**src/rtl/ax_approx_decider.sv**
```systemverilog
`default_nettype none
// ============================================================================
// Module  : ax_approx_decider
// Brief   : Per-lane approximate/keep decision from a shared Galois LFSR.
// Revision: 1.0
// ============================================================================
module ax_approx_decider #(
    parameter int unsigned                  WIDTH       = 4,
    parameter int unsigned                  LEVEL_WIDTH = 5,
    parameter int unsigned                  LFSR_WIDTH  = 32,
    parameter logic [LFSR_WIDTH-1:0]        LFSR_SEED   = 32'h0000_1010,
    parameter logic [LFSR_WIDTH-1:0]        LFSR_TAPS   = 32'h8020_0003
) (
    input  logic                            clk,
    input  logic                            rst_n,
    input  logic                            stall,
    input  logic                            flush,
    input  logic [WIDTH-1:0]                reqValid,
    input  logic [WIDTH*LEVEL_WIDTH-1:0]    reqLevel,
    input  logic                            reseedValid,
    input  logic [LFSR_WIDTH-1:0]           reseedValue,
    input  logic                            cntClear,
    output logic [WIDTH-1:0]                outValid,
    output logic [WIDTH-1:0]                outApprox,
    output logic [31:0]                     approxCount,
    output logic [LFSR_WIDTH-1:0]           lfsrState
);

    localparam int unsigned C_INC_W = $clog2(WIDTH + 1);

    logic [LFSR_WIDTH-1:0] lfsr_q, lfsr_d;
    logic [WIDTH-1:0]      out_valid_q, out_valid_d;
    logic [WIDTH-1:0]      out_approx_q, out_approx_d;
    logic [31:0]           approx_count_q, approx_count_d;

    logic [WIDTH-1:0]      w_approx;
    logic                  w_accept;
    logic [C_INC_W-1:0]    w_inc;
    logic [32:0]           w_count_sum;

    // Each lane compares its level against a private, non-overlapping LFSR slice.
    genvar gi;
    generate
        for (gi = 0; gi < WIDTH; gi++) begin : g_lane
            assign w_approx[gi] = reqValid[gi] &
                (lfsr_q[LEVEL_WIDTH*gi +: LEVEL_WIDTH] < reqLevel[LEVEL_WIDTH*gi +: LEVEL_WIDTH]);
        end
    endgenerate

    assign w_accept = ~stall & ~flush & (|reqValid);

    always_comb begin
        w_inc = '0;
        for (int i = 0; i < WIDTH; i++) begin
            w_inc = w_inc + C_INC_W'(w_approx[i]);
        end
        w_count_sum = {1'b0, approx_count_q} + 33'(w_inc);
    end

    always_comb begin
        lfsr_d         = lfsr_q;
        out_valid_d    = out_valid_q;
        out_approx_d   = out_approx_q;
        approx_count_d = approx_count_q;

        // Reseed wins over advance and never lets the register reach zero.
        if (reseedValid) begin
            lfsr_d = (reseedValue == '0) ? LFSR_SEED : reseedValue;
        end else if (w_accept) begin
            lfsr_d = (lfsr_q >> 1) ^ (lfsr_q[0] ? LFSR_TAPS : '0);
        end

        if (!stall) begin
            out_valid_d  = flush ? '0 : reqValid;
            out_approx_d = flush ? '0 : w_approx;
        end

        if (cntClear) begin
            approx_count_d = '0;
        end else if (!stall && !flush) begin
            approx_count_d = w_count_sum[32] ? 32'hFFFF_FFFF : w_count_sum[31:0];
        end
    end

    always_ff @(posedge clk or negedge rst_n) begin
        if (!rst_n) begin
            lfsr_q         <= LFSR_SEED;
            out_valid_q    <= '0;
            out_approx_q   <= '0;
            approx_count_q <= '0;
        end else begin
            lfsr_q         <= lfsr_d;
            out_valid_q    <= out_valid_d;
            out_approx_q   <= out_approx_d;
            approx_count_q <= approx_count_d;
        end
    end

    assign outValid    = out_valid_q;
    assign outApprox   = out_approx_q;
    assign approxCount = approx_count_q;
    assign lfsrState   = lfsr_q;

endmodule
`default_nettype wire

```
**config.mk**
```make
export PLATFORM = sky130hd
export DESIGN_NAME = ax_approx_decider
export DESIGN_NICKNAME = d
export VERILOG_FILES = /design/src/rtl/ax_approx_decider.sv
export SDC_FILE = /design/constraint.sdc
export NUM_CORES = 1
export LEC_CHECK = 0
export ABC_AREA = 1
export BUFFER_PORTS_ARGS = -buffer_cell sky130_fd_sc_hd__buf_2
export CAP_MARGIN = 20
export CORE_MARGIN = 2
export CORE_UTILIZATION = 40
export DETAILED_ROUTE_END_ITERATION = 12
export SLEW_MARGIN = 20
export SYNTH_ARGS = -nofsm -noshare
export SYNTH_HDL_FRONTEND = slang
export SYNTH_SLANG_ARGS = --single-unit
```
**constraint.sdc**
```tcl
create_clock -name clk -period 4.69 [get_ports clk]
set_input_delay 1.1725 -clock clk [delete_from_list [all_inputs] [get_ports clk]]
set_output_delay 1.1725 -clock clk [all_outputs]
set_load 0.01 [all_outputs]
```
* After elaboration in Yosys (flattened, before gate mapping)
Index checks and enable logic that the tools add are counted.
** Word-level totals
- ROM bits :: 0
- Logic and storage cells :: 37
- Bits in writable memories :: 0
- Memories kept :: 0
- Bits in latches :: 0
- Output and inout port bits :: 72
- Bits of input ports :: 62
- Flip-flop bits (word level) :: 72
** Cells by class
- Bitwise logic cells :: 9
- Magnitude comparators :: 4
- Divide/modulo/power cells :: 0
- $add $sub $neg :: 4
- Reduce and logical (&&, ||, !) cells :: 7
- Shifts and indexed selects :: 0
- Multiplexer cells :: 9
- Equal/unequal tests :: 0
- $mul :: 0
** Operators by type and width (count)
- two-way mux 32 bit :: 7
- adder 32 x 3 -> 33 bit :: 1
- logical NOT 32 bit :: 1
- XOR 31 x 32 -> 32 bit :: 1
- less-than comparator 5 bit :: 4
- two-way mux 4 bit :: 2
- bitwise AND 1 bit :: 6
- nonzero test 2 bit :: 2
- OR reduction 4 bit :: 1
- adder 2 x 1 -> 3 bit :: 1
- adder 3 x 1 -> 3 bit :: 1
- adder 1 x 1 -> 2 bit :: 1
- logical NOT 1 bit :: 2
- inverter 1 bit :: 2
- logical AND 1 bit :: 1

* Logic depth before layout (Yosys ltp)
- Word-level depth :: 9
- Mapped depth :: 19
- Mapped depth without buffers :: 19

* Worst setup path before layout
OpenSTA, ideal clock, no wires.
- Path kind :: input-to-reg
- From :: input reqLevel[2]
- To :: register approx_count_q[16] (netlist: approxCount[16])
- Setup time :: 0.121 ns
- Required time :: 4.569 ns
- Arrival time :: 3.998 ns
- Stages on the path :: 19
- Path buffers :: 1
- Slack :: 0.571 ns
- Cells stage by stage :: inv_1 > ha_1 > nand2_1 > inv_1 > o21ai_0 > nand4_1 > fa_1 > inv_1 > fa_1 > fa_1 > nand2_2 > nor2_4 > nand2_4 > nor2_4 > nand3_4 > buf_6 > nand3_1 > nand2_1 > o21ai_1
** Between the ends
- Cells in the longest elaborated chain, start to end :: 9
** Ends and longest elaborated chain
- start, declared :: line 19 : input logic [WIDTH*LEVEL_WIDTH-1:0] reqLevel,
- less-than comparator 5 bit :: line 46 : (lfsr_q[LEVEL_WIDTH*gi +: LEVEL_WIDTH] < reqLevel[LEVEL_WIDTH*gi +: LEVEL_WIDTH]);
- bitwise AND 1 bit :: line 45 : assign w_approx[gi] = reqValid[gi] &
- adder 1 x 1 -> 2 bit :: line 55 : w_inc = w_inc + C_INC_W'(w_approx[i]);
- adder 2 x 1 -> 3 bit :: line 55
- adder 3 x 1 -> 3 bit :: line 55
- adder 32 x 3 -> 33 bit :: line 57 : w_count_sum = {1'b0, approx_count_q} + 33'(w_inc);
- two-way mux 32 bit :: line 81 : approx_count_d = w_count_sum[32] ? 32'hFFFF_FFFF : w_count_sum[31:0];
- two-way mux 32 bit :: line 80 : end else if (!stall && !flush) begin
- two-way mux 32 bit :: line 78 : if (cntClear) begin
- end signal, assigned :: line 95 : approx_count_q <= approx_count_d;
- end, declared :: line 34 : logic [31:0] approx_count_q, approx_count_d;
Every way passes these cells. The select of a mux whose other input is x is not followed.
A chain may end at the register's enable or synchronous reset.

* Worst setup path after layout
- From :: input reqLevel[12]
- To :: register approx_count_q[13] (netlist: approxCount[13])
** Between the ends
- Cells in the longest elaborated chain, start to end :: 8
** Ends and longest elaborated chain (line)
- less-than comparator 5 bit :: 46
- bitwise AND 1 bit :: 45
- adder 2 x 1 -> 3 bit :: 55
- adder 3 x 1 -> 3 bit :: 55
- adder 32 x 3 -> 33 bit :: 57
- two-way mux 32 bit :: 81
- two-way mux 32 bit :: 80
- two-way mux 32 bit :: 78
Every way passes these cells. The select of a mux whose other input is x is not followed.

==> results.toml <==
[detailed_routing]
drt_pass1_iterations = 4
dr_total_vias = 4919
antenna_left = 0
via_per_inst = 5.004
first_iter_violations = 305
routed_wl_mm = 14.01
drcViolationCount = 0
wl_per_cell_um = 14.26

[cts]
path_clk_slew_ns = 0.06
ctsResizeCount = 0
clock-sinks = 72
clk_latency_ns = 0.34
ctsLongestPathBuffers = 2
h-tree-depth = 3
cts_setup_buffers = 0
ctsHoldBuffers = 0
cts_made_buffers = 9
root_buffer = "clkbuf_16"
cts_tree = "done"

[timing]
setup_viol = 0
slew_violations = 0
fin_hold_ws_ns = 0.4883
fmax_mhz = 238.6
timing_hold_violations_final = 0
skew_ns = 0.007089
worst_pin_slew_ns = 0.8335
tns_ns = 0
post-route-min-period_ns = 4.191
period_share_pct = 89.35
max_slew_margin_pct = 44.37
rsz0062_at_grt = "no"
fin_ws_ns = 0.4995

[cells_and_area]
final_common_cell = "nand2_1"
fin_util_pct = 49.99
n_fill_cell = 1200
final_cell_mix = "237 x nand2_1, 133 x buf_2, 93 x inv_1, 77 x nor2_1, 70 x dfrtp_1"
area_growth_pct = 22.59
nets = 913
drive_gt1_share_pct = 22.49
diodes = 0

[logic_synthesis]
async_flop_share_pct = 100.0
syn_area_per_cell_um2 = 6.929
synth_top_family_by_area = "simple AND/OR/NAND/NOR gates"
ys_seq_area_share_pct = 37.15
synth-seq-cells = 72
yosys.area_share.simple_pct = 34.49
synth.area.mux_share_pct = 0
synth_xor_area_share_pct = 0.9016
yosysWarnings = 0
synth_compound_area_share_pct = 12.03
syn-num-nets = 783
synth.distinct_cells = 33
syn-cell-area_mm2 = 0.004857
synth_fa_ha_area_share_pct = 5.616
syn-instance-count = 701
synth_top_flop_cell = "dfrtp_1"
synth_edf_count = 0

[worst_hold_path]
min_path_type = "flip-flop to flip-flop"

[floorplan]
core_mm2 = 0.01191
die_area_mm2 = 0.01304
start_util_pct = 40.78
ios = 134
chipWidth_um = 114.2
row_count = 40
dieHeight_um = 114.2

[setup_path]
slowest_stage = "fa_1"
path_cells = "buf_2 -> inv_1 -> ha_1 -> nand2_1 -> inv_1 -> o21ai_0 -> nand4_1 -> fa_1 -> inv_1 -> fa_1 -> fa_1 -> nand2_2 -> nor2_4 -> nand2_4 -> nor2_4 -> nand3_4 -> buf_12 -> nand3_1 -> nand2_1 -> o21ai_0"
cp_data_required_time_ns = 4.91
startpoint_type = "primary input"
critPathMaxFanout = 14
critPathTopFamily = "adder cells"
crit_buf_inv = 5
path_class = "primary input to flip-flop"
worstPathArrival_ns = 4.41
cpPeakStageDelay_ns = 0.51
end_kind = "flip-flop"

[place]
hpwl_mm = 10.78
port_buffers = 133
place_congestion = 0.8707
pre_cts_ws_ns = 0.1492

[global_route]
groute.usage.overall_pct = 22.72
grt-ovfl-total = 0
grt_max_degree = 36
first_global_vias = 4928
antenna_found_initial = 0
grt_pass1_wl_mm = 23.65

[run]
cap_violations = 0

[pwr]
vdd_drop_max_mv = 0.1322
finalPower_uw = 1712
power_leakage_uw = 0.003253
power_density_mw_per_mm2 = 287.6

[outcome]
status = "finished clean"
[where the power goes]
part           total [uW]  internal, uW  switching (uW)
clock                 702           440             263
combinational         306           120             187
sequential            704           665            38.9
[final cells by class]
cell class | instances | area (um2) | share of cell area [%]
multi-input combinational | 512 | 2579 | 43.31
clock buffer | 13 | 260.3 | 4.371
tap | 147 | 183.9 | 3.089
sequential | 72 | 1804 | 30.30
clock inverter | 3 | 40.04 | 0.6724
timing repair buffer | 139 | 723.2 | 12.15
inverter | 97 | 364.1 | 6.115
[worst register-to-register path, stage by stage, from the launching register on]
cell and delay [ns]:
dfstp_2 0.57, ha_1 0.26, nand2_1 0.08, inv_1 0.04, o21ai_0 0.21, nand4_1 0.18
fa_1 0.51, inv_1 0.06, fa_1 0.47, fa_1 0.45, nand2_2 0.14, nor2_4 0.06
nand2_4 0.10, nor2_4 0.05, nand3_4 0.11, buf_12 0.16, nand3_1 0.07, nand2_1 0.06
o21ai_0 0.07
[routing by layer]
layer | wire (um) | track usage [%] | part of all wire [%]
met1 | 6256 | 29.39 | 45
met2 | 6671 | 37.78 | 48
met4 | 237 | 8.293 | 1.7
met3 | 847 | 4.553 | 6.0
met5 | 0 | 0 | 0
[logic make-up after synthesis]
logic type               count (synthesis)
flip-flops                              72
adder cells (fa/ha/maj)                 20
XOR/XNOR                                 5
buffers and inverters                  117
AO/OA/AOI/OAI                          102
AND/OR/NAND/NOR                        385
[path summary, 6_finish.rpt]
kind	slack, ns	cells after the start	endpoint	startpoint
worst max-delay path	0.50	20	approxCount[13]	reqLevel[12]
worst min-delay path	0.49	2	outValid[0]	outValid[0]
worst max register to register	0.93	18	approxCount[13]	lfsrState[12]
worst min register to register	0.49	2	outValid[0]	outValid[0]
max in group asynchronous	2.89	2	lfsrState[4]	rst_n
min in group asynchronous	0.91	1	approxCount[16]	rst_n
[stage by stage]
| step | area [um2] | cells |
|---|---|---|
| finish | 5954 | 983 |
| global placement | 5654 | 967 |
| detailed placement | 5654 | 967 |
| floorplan | 4857 | 701 |
| global route | 5954 | 983 |
| CTS | 5954 | 983 |
[synthesized netlist by cell type, types with 3 or more instances]
| master | count | share of area, % |
|---|---|---|
| buf_2 | 5 | 0.52 |
| nand3_1 | 31 | 3.2 |
| o21ai_2 | 3 | 0.54 |
| inv_2 | 4 | 0.31 |
| nand2_2 | 3 | 0.39 |
| xor2_1 | 4 | 0.72 |
| nand3_2 | 12 | 2.5 |
| o21ai_0 | 55 | 5.7 |
| nand4_1 | 9 | 1.2 |
| o211ai_1 | 3 | 0.46 |
| a21oi_1 | 11 | 1.1 |
| fa_1 | 3 | 1.2 |
| a22oi_1 | 21 | 3.2 |
| ha_1 | 17 | 4.4 |
| inv_1 | 93 | 7.2 |
| nand2_1 | 237 | 18 |
| nand3b_1 | 3 | 0.46 |
| nor2_4 | 6 | 1.4 |
| nor2_1 | 78 | 6.0 |
| dfrtp_1 | 70 | 36 |
| buf_4 | 4 | 0.62 |
| clkbuf_1 | 8 | 0.62 |
| o21ai_1 | 7 | 0.72 |
[flip-flops by register name (all words and copies together) (netlist names)]
signal	flops
lfsrState	32
approxCount	32
outApprox	4
outValid	4
Power figures use the tool's default switching activity.
